<file path="src/rtl/pong_game_ctrl_if.sv">
// Pong game controller bus: start button, scan position, draw strobes and
// game status outputs. The controller uses the slave modport and the
// surrounding video pipeline (or a bench) uses the master modport.
interface pong_game_ctrl_if;
    logic       i_start;
    logic [5:0] i_col;
    logic [5:0] i_row;
    logic       i_ball_draw;
    logic       i_paddle1_draw;
    logic       i_paddle2_draw;
    logic       o_game_active;
    logic [3:0] o_p1_score;
    logic [3:0] o_p2_score;
    logic       o_game_over;

    modport master (
        output i_start, i_col, i_row, i_ball_draw, i_paddle1_draw, i_paddle2_draw,
        input  o_game_active, o_p1_score, o_p2_score, o_game_over
    );

    modport slave (
        input  i_start, i_col, i_row, i_ball_draw, i_paddle1_draw, i_paddle2_draw,
        output o_game_active, o_p1_score, o_p2_score, o_game_over
    );
endinterface

</file>
<file path="src/rtl/pong_game_ctrl.sv">
// pong_game_ctrl: game-level sequencer for Pong. Detects missed balls at
// either goal line from the per-tile draw strobes, keeps both scores and
// runs IDLE -> RUNNING -> POINT / GAME_OVER from a single start button.
// Optional macro PONG_SERVE_TIMER_EN: POINT re-serves automatically after
// SERVE_FRAMES frame wraps (a start edge still serves immediately).
module pong_game_ctrl #(
    parameter int GAME_WIDTH   = 40,
    parameter int GAME_HEIGHT  = 30,
    parameter int SCORE_LIMIT  = 9,
    parameter int SERVE_FRAMES = 60
) (
    input logic              i_clk,
    input logic              i_rst_n,
    pong_game_ctrl_if.slave  bus
);

    // Elaboration-time guard on parameter ranges.
    if (SCORE_LIMIT < 1 || SCORE_LIMIT > 15 || GAME_HEIGHT < 1 || GAME_HEIGHT > 64 ||
        GAME_WIDTH < 3 || GAME_WIDTH > 64 || SERVE_FRAMES < 1) begin : g_param_check
        $error("pong_game_ctrl: parameter out of range");
    end

    typedef enum logic [1:0] {
        ST_IDLE      = 2'd0,
        ST_RUNNING   = 2'd1,
        ST_POINT     = 2'd2,
        ST_GAME_OVER = 2'd3
    } state_t;

    localparam logic [5:0] COL_BALL_L = 6'd1;
    localparam logic [5:0] COL_PAD_L  = 6'd0;
    localparam logic [5:0] COL_BALL_R = 6'(GAME_WIDTH - 2);
    localparam logic [5:0] COL_PAD_R  = 6'(GAME_WIDTH - 1);
    localparam logic [3:0] LIMIT      = 4'(SCORE_LIMIT);

    state_t     state_q, state_d;
    logic [5:0] d_col_q, d_row_q, d_row_prev_q;
    logic       start_q, start_prev_q;
    logic       ball_l_q, pad_l_q, ball_r_q, pad_r_q;
    logic       ball_l_d, pad_l_d, ball_r_d, pad_r_d;
    logic [3:0] p1_q, p1_d, p2_q, p2_d;
    logic       active_q, active_d, over_q, over_d;

    logic       start_edge;
    logic       row_bnd;
    logic       miss_l, miss_r;

    assign start_edge = start_q & ~start_prev_q;
    // Strobes lag the scan position by one clock, so compare against the
    // registered column/row.
    assign row_bnd    = (d_row_q != d_row_prev_q);
    assign miss_l     = ball_l_q & ~pad_l_q;
    assign miss_r     = ball_r_q & ~pad_r_q;

`ifdef PONG_SERVE_TIMER_EN
    localparam int              CNT_W    = $clog2(SERVE_FRAMES + 1);
    localparam logic [CNT_W-1:0] SRV_LAST = CNT_W'(SERVE_FRAMES - 1);

    logic [CNT_W-1:0] srv_cnt_q, srv_cnt_d;
    logic             frame;

    assign frame = (d_row_q == 6'd0) && (d_row_prev_q != 6'd0);
`endif

    // Next-state, score, flag and output computation.
    always_comb begin
        state_d = state_q;
        p1_d    = p1_q;
        p2_d    = p2_q;
`ifdef PONG_SERVE_TIMER_EN
        srv_cnt_d = (state_q == ST_POINT) ? srv_cnt_q : '0;
`endif
        case (state_q)
            ST_IDLE: begin
                p1_d = 4'd0;
                p2_d = 4'd0;
                if (start_edge) state_d = ST_RUNNING;
            end
            ST_RUNNING: begin
                // Left miss takes priority when both goals miss in one row.
                if (row_bnd && miss_l) begin
                    p2_d    = p2_q + 4'd1;
                    state_d = (p2_q + 4'd1 == LIMIT) ? ST_GAME_OVER : ST_POINT;
                end else if (row_bnd && miss_r) begin
                    p1_d    = p1_q + 4'd1;
                    state_d = (p1_q + 4'd1 == LIMIT) ? ST_GAME_OVER : ST_POINT;
                end
            end
            ST_POINT: begin
                if (start_edge) begin
                    state_d = ST_RUNNING;
                end
`ifdef PONG_SERVE_TIMER_EN
                else if (frame) begin
                    if (srv_cnt_q == SRV_LAST) begin
                        state_d   = ST_RUNNING;
                        srv_cnt_d = '0;
                    end else begin
                        srv_cnt_d = srv_cnt_q + 1'b1;
                    end
                end
`endif
            end
            default: begin
                if (start_edge) begin
                    p1_d    = 4'd0;
                    p2_d    = 4'd0;
                    state_d = ST_RUNNING;
                end
            end
        endcase

        // Flags only accumulate inside a running row; a strobe landing on a
        // row-boundary cycle belongs to the new row's column 0 and is dropped.
        if (state_q != ST_RUNNING || state_d != ST_RUNNING || row_bnd) begin
            ball_l_d = 1'b0;
            pad_l_d  = 1'b0;
            ball_r_d = 1'b0;
            pad_r_d  = 1'b0;
        end else begin
            ball_l_d = ball_l_q | ((d_col_q == COL_BALL_L) & bus.i_ball_draw);
            pad_l_d  = pad_l_q  | ((d_col_q == COL_PAD_L)  & bus.i_paddle1_draw);
            ball_r_d = ball_r_q | ((d_col_q == COL_BALL_R) & bus.i_ball_draw);
            pad_r_d  = pad_r_q  | ((d_col_q == COL_PAD_R)  & bus.i_paddle2_draw);
        end

        active_d = (state_d == ST_RUNNING);
        over_d   = (state_d == ST_GAME_OVER);
    end

    // State, datapath and registered outputs.
    always_ff @(posedge i_clk or negedge i_rst_n) begin
        if (!i_rst_n) begin
            state_q      <= ST_IDLE;
            d_col_q      <= 6'd0;
            d_row_q      <= 6'd0;
            d_row_prev_q <= 6'd0;
            start_q      <= 1'b0;
            start_prev_q <= 1'b0;
            ball_l_q     <= 1'b0;
            pad_l_q      <= 1'b0;
            ball_r_q     <= 1'b0;
            pad_r_q      <= 1'b0;
            p1_q         <= 4'd0;
            p2_q         <= 4'd0;
            active_q     <= 1'b0;
            over_q       <= 1'b0;
        end else begin
            state_q      <= state_d;
            d_col_q      <= bus.i_col;
            d_row_q      <= bus.i_row;
            d_row_prev_q <= d_row_q;
            start_q      <= bus.i_start;
            start_prev_q <= start_q;
            ball_l_q     <= ball_l_d;
            pad_l_q      <= pad_l_d;
            ball_r_q     <= ball_r_d;
            pad_r_q      <= pad_r_d;
            p1_q         <= p1_d;
            p2_q         <= p2_d;
            active_q     <= active_d;
            over_q       <= over_d;
        end
    end

`ifdef PONG_SERVE_TIMER_EN
    // Frame counter for the automatic re-serve.
    always_ff @(posedge i_clk or negedge i_rst_n) begin
        if (!i_rst_n) srv_cnt_q <= '0;
        else          srv_cnt_q <= srv_cnt_d;
    end
`endif

    assign bus.o_game_active = active_q;
    assign bus.o_game_over   = over_q;
    assign bus.o_p1_score    = p1_q;
    assign bus.o_p2_score    = p2_q;

endmodule
</file>
<file path="src/flat_wrapper.sv">
// flat-port wrapper written by rule: the top's interface ports become plain ports
module pong_game_ctrl_flat 
#(
    parameter int GAME_WIDTH   = 40,
    parameter int GAME_HEIGHT  = 30,
    parameter int SCORE_LIMIT  = 9,
    parameter int SERVE_FRAMES = 60
)
  (i_clk, i_rst_n, bus_i_start, bus_i_col, bus_i_row, bus_i_ball_draw, bus_i_paddle1_draw, bus_i_paddle2_draw, bus_o_game_active, bus_o_p1_score, bus_o_p2_score, bus_o_game_over);
  pong_game_ctrl_if bus_i ();
  input logic i_clk;
  input logic i_rst_n;
  input wire logic [$bits(bus_i.i_start)-1:0] bus_i_start;
  input wire logic [$bits(bus_i.i_col)-1:0] bus_i_col;
  input wire logic [$bits(bus_i.i_row)-1:0] bus_i_row;
  input wire logic [$bits(bus_i.i_ball_draw)-1:0] bus_i_ball_draw;
  input wire logic [$bits(bus_i.i_paddle1_draw)-1:0] bus_i_paddle1_draw;
  input wire logic [$bits(bus_i.i_paddle2_draw)-1:0] bus_i_paddle2_draw;
  output wire logic [$bits(bus_i.o_game_active)-1:0] bus_o_game_active;
  output wire logic [$bits(bus_i.o_p1_score)-1:0] bus_o_p1_score;
  output wire logic [$bits(bus_i.o_p2_score)-1:0] bus_o_p2_score;
  output wire logic [$bits(bus_i.o_game_over)-1:0] bus_o_game_over;
  assign bus_i.i_start = bus_i_start;
  assign bus_i.i_col = bus_i_col;
  assign bus_i.i_row = bus_i_row;
  assign bus_i.i_ball_draw = bus_i_ball_draw;
  assign bus_i.i_paddle1_draw = bus_i_paddle1_draw;
  assign bus_i.i_paddle2_draw = bus_i_paddle2_draw;
  assign bus_o_game_active = bus_i.o_game_active;
  assign bus_o_p1_score = bus_i.o_p1_score;
  assign bus_o_p2_score = bus_i.o_p2_score;
  assign bus_o_game_over = bus_i.o_game_over;
  pong_game_ctrl #(.GAME_WIDTH(GAME_WIDTH), .GAME_HEIGHT(GAME_HEIGHT), .SCORE_LIMIT(SCORE_LIMIT), .SERVE_FRAMES(SERVE_FRAMES)) u_core (.i_clk(i_clk), .i_rst_n(i_rst_n), .bus(bus_i));
endmodule
</file>
<file path="config.mk">
export PLATFORM = sky130hd
export DESIGN_NAME = pong_game_ctrl_flat
export DESIGN_NICKNAME = d
export VERILOG_FILES = /design/src/rtl/pong_game_ctrl_if.sv /design/src/rtl/pong_game_ctrl.sv /design/src/flat_wrapper.sv
export SDC_FILE = /design/constraint.sdc
export NUM_CORES = 1
export LEC_CHECK = 0
export CAP_MARGIN = 20
export CORE_MARGIN = 2
export CORE_UTILIZATION = 45
export DETAILED_ROUTE_END_ITERATION = 8
export GPL_ROUTABILITY_DRIVEN = 0
export HOLD_SLACK_MARGIN = 0.08
export PLACE_DENSITY = 0.8
export SLEW_MARGIN = 20
export SYNTH_ARGS = -nofsm -noshare
export SYNTH_HDL_FRONTEND = slang
export SYNTH_SLANG_ARGS = --single-unit
</file>
<file path="constraint.sdc">
create_clock -name i_clk -period 1.5 [get_ports i_clk]
set_input_delay 0.3 -clock i_clk [delete_from_list [all_inputs] [get_ports i_clk]]
set_output_delay 0.3 -clock i_clk [all_outputs]
set_load 0.03 [all_outputs]
</file>
==> key figures <==
Synthesis
  – Syn avg cell area: 11.6 sq um
  – Mapped cell area: 1490 sq um
  – Synthesized net count: 150
  – Unique masters post-synth: 35
  – Cells after Synth: roughly 130
  – Synth Warn #: 0
  – Sequential-to-total area share from yosys stat: between 60% and 70%
  – Synthesized flop and latch total: 36

Critical path
  – R2R cell count: 5
  – Setup CP Type: register to register
  – Worst setup EP type: register
  – Crit path max fanout: 7
  – Slowest cell delay on critical path: ~0.4 ns
  – Data required, critical path: ~1.7 ns
  – Reg-to-reg startpoint: u_core.d_row_prev_q[4]
  – Crit-path cells: xor2_2 > nor4_4 > a21oi_2 > and3_1 > a211o_1
  – Flop2flop setup slack: -0.11 ns
  – Crit-path slowest cell: dfrtp_1
  – Arr. time, crit path: ~1.9 ns
  – Startpoint types: register
  – RR Endpoint: u_core.bus.o_p1_score[2]

STA
  – Worst-margin pin slew: around 0.38 ns
  – Max-Slew Margin vs Limit: between 70% and 80%
  – Final setup TNS: -0.688 ns
  – Hold Fails Final Rpt: 0
  – Worst Skew: approximately 0.0064 ns
  – RSZ-0062 raised after global routing: yes
  – Final Worst Setup Slack: -0.114 ns
  – FMAX: 0.620 GHz
  – Period utilization: 108%
  – Tmin final: 1.61 ns
  – # setup viols final: 10
  – Pins over their slew limit: 0

Layout
  – Final Instance Count excl. Fillers: 214
  – Layout cells sized above 1: approximately a quarter
  – Fin nets: about 190
  – Most common cell after layout, fill and taps aside: dfrtp_1
  – Fill count: roughly 270
  – Diode count: 0
  – Area delta synth->final: 34.3%
  – Most frequent cells in the layout: dfrtp_1 (33), clkdlybuf4s50_1 (17), nor2_1 (11)
  – Finished Cell Area: ~2000 sq um

Drt
  – # DRC: 0
  – Routed Antenna Nets: 0
  – Routed WL: roughly 2700 microns
  – Via density: about 5.3
  – Detailed Route Iter0 Violations: 50
  – DR pass1 iterations: 4
  – Vias post-DR: 1,125
  – Avg WL per Cell: approximately 13 microns

Power and ir drop
  – Leak: 0.867 nW
  – Worst IR Drop VDD: roughly 0.00057 V
  – Pwr dens: 899 nW/um^2
  – Pwr Total: 1.80 mW

Floorplanning
  – Ports: 28
  – Initial Util: just under 50%
  – Die Span Y: 61.5 microns
  – Floorplan row count: 20
  – CORE AREA: about 3100 sq um
  – Die W: ~62 microns
  – Die ar.: between 3000 and 4000 sq um

CTS
  – Clock tree buffer depth: 2
  – Clock Latency Late Sink: around 0.34 ns
  – Clock root buffer master: clkbuf_4
  – Max H-tree Level: 2
  – TritonCTS Sinks: 36
  – Clock slew at reported path FFs: ~0.11 ns
  – Total CTS buffers: 5
  – TritonCTS clock tree: done

Global route
  – Antenna violations before repair: 0
  – Pin count of the biggest net entering global routing: 37
  – Tot GR Track Use: about 18%
  – Number of global-route vias before repair: 1,132
  – Grt ovf: 0
  – First-pass GRT wire length: roughly 4800 microns

Worst hold path
  – Hold Crit Class: primary input to async pin

Job
  – Maxcap violations: 0

Placement
  – Pre-CTS WS: -0.109 ns
  – PortBufs: 27
  – DP Area: between 1500 and 2000 sq um
  – Hpwl dp: 2040 microns
  – Cells after DPL: just over 200

Run status
  – Violated checks: setup timing
  – Status: finished, violations left
critical path: cells and delay by family, from the launching register on:
family / cells / cell delay [ns]
AO/OA/AOI/OAI: 2 / 0.40
XOR/XNOR: 1 / 0.19
flip-flops: 1 / 0.41
AND/OR/NAND/NOR: 2 / 0.51
how the worst max path moves through the flow:
stage / from / to / slack, ns / depth (start not counted)
after floorplan: u_core.d_row_prev_q[4] / u_core.bus.o_p1_score[3] / 0.002 / 5
after global placement: u_core.d_row_prev_q[4] / u_core.bus.o_p1_score[3] / -0.05 / 5
after detailed placement: u_core.d_row_q[4] / u_core.bus.o_p1_score[1] / -0.11 / 5
after CTS: u_core.d_row_prev_q[5] / u_core.bus.o_p1_score[2] / -0.10 / 5
after global routing: u_core.d_row_prev_q[4] / u_core.bus.o_p2_score[3] / -0.17 / 6
final: u_core.d_row_prev_q[4] / u_core.bus.o_p1_score[2] / -0.11 / 5
metal layers:
metal / track usage, % / vias up / routed length [microns]
met5: 0 / - / 0
met1: 18.8 / 550 / 1050
met2: 31.6 / 39 / 1480
met3: 7.35 / 8 / 138
li1: - / 528 / -
met4: 6.69 / 0 / 60
power by group:
part           leakage (nW)  internal, mW  switching [mW]
registers             0.441         0.998          0.0191
logic                 0.384        0.0638          0.0483
clock network        0.0412         0.347           0.322
total                 0.867          1.41           0.390
synth_stat cells:
| cell type | count | area [sq um] |
|---|---|---|
| dfrtp_1 | 36 | 901 |
| a21oi_2 | 2 | 17.5 |
| a211o_1 | 1 | 8.76 |
| and2_2 | 1 | 7.51 |
| ha_1 | 4 | 50.1 |
| a32o_1 | 2 | 20.0 |
| nor2_1 | 11 | 41.3 |
| o21ba_2 | 2 | 20.0 |
| nor3_1 | 1 | 5.00 |
| a21oi_1 | 8 | 40.0 |
| o22ai_1 | 2 | 12.5 |
| o2111ai_1 | 1 | 8.76 |
| nor2b_1 | 2 | 12.5 |
| inv_1 | 7 | 26.3 |
| a32oi_1 | 1 | 8.76 |
| a31o_1 | 1 | 8.76 |
| a21o_1 | 1 | 7.51 |
| or4_1 | 1 | 7.51 |
| buf_1 | 1 | 3.75 |
| xor2_1 | 7 | 61.3 |
| o21ai_0 | 1 | 5.00 |
| and3_1 | 2 | 12.5 |
| o211ai_1 | 1 | 7.51 |
| nand3_1 | 3 | 15.0 |
| nor4b_1 | 1 | 8.76 |
| o21ai_1 | 1 | 5.00 |
| and3b_1 | 1 | 8.76 |
| nor4_4 | 1 | 21.3 |
| o21a_1 | 1 | 7.51 |
| a31oi_1 | 4 | 25.0 |
| a21boi_0 | 1 | 7.51 |
| a22o_2 | 1 | 10.0 |
| nand4_1 | 3 | 18.8 |
| nand2b_1 | 5 | 31.3 |
| nand2_1 | 10 | 37.5 |
flip-flops by register name (all words and copies together), names as in the netlist:
register / cells
u_core.d_row_q: 6
u_core.ball_r_q: 1
u_core.pad_l_q: 1
u_core.bus.o_p2_score: 4
u_core.start_prev_q: 1
u_core.start_q: 1
u_core.state_q: 2
u_core.d_row_prev_q: 6
u_core.d_col_q: 6
u_core.pad_r_q: 1
u_core.bus.o_game_active: 1
u_core.ball_l_q: 1
u_core.bus.o_game_over: 1
u_core.bus.o_p1_score: 4
through the flow:
stage / utilization, % / hold WS [ns]
2_1_floorplan: - / 0.00441
3_3_place_gp: 60.6 / 0.363
3_5_place_dp: 60.6 / 0.365
4_1_cts: 64.5 / 0.317
5_1_grt: 64.5 / 0.305
6_report: 64.5 / 0.317
cells by family after synthesis:
kind of cell	after synthesis	share of synthesized area, %
compound gates	31	14.8
xor+xnor	7	4.11
fa+ha+maj	4	3.36
simple gates	42	15.3
flops	36	60.5
buf+inv	8	2.02
layout make-up:
type / instances / area (sq um) / share of cell area [%]
inverter: 7 / 26.3 / 1.31
timing repair buffer: 35 / 318 / 15.9
sequential: 36 / 905 / 45.2
clock inverter: 3 / 42.5 / 2.13
multi-input combinational: 84 / 618 / 30.9
tap: 44 / 55.1 / 2.75
clock buffer: 5 / 37.5 / 1.88
repair_timing:
action / in CTS / in global routing
gates resized for setup: 21 / 10
buffers inserted: 1 / 0
hold buffers: 0 / 0
pin swaps: 4 / 2
hold endpoints to repair: 0 / 0
setup endpoints to repair: 20 / 16
(Power assumes the default switching activity.)
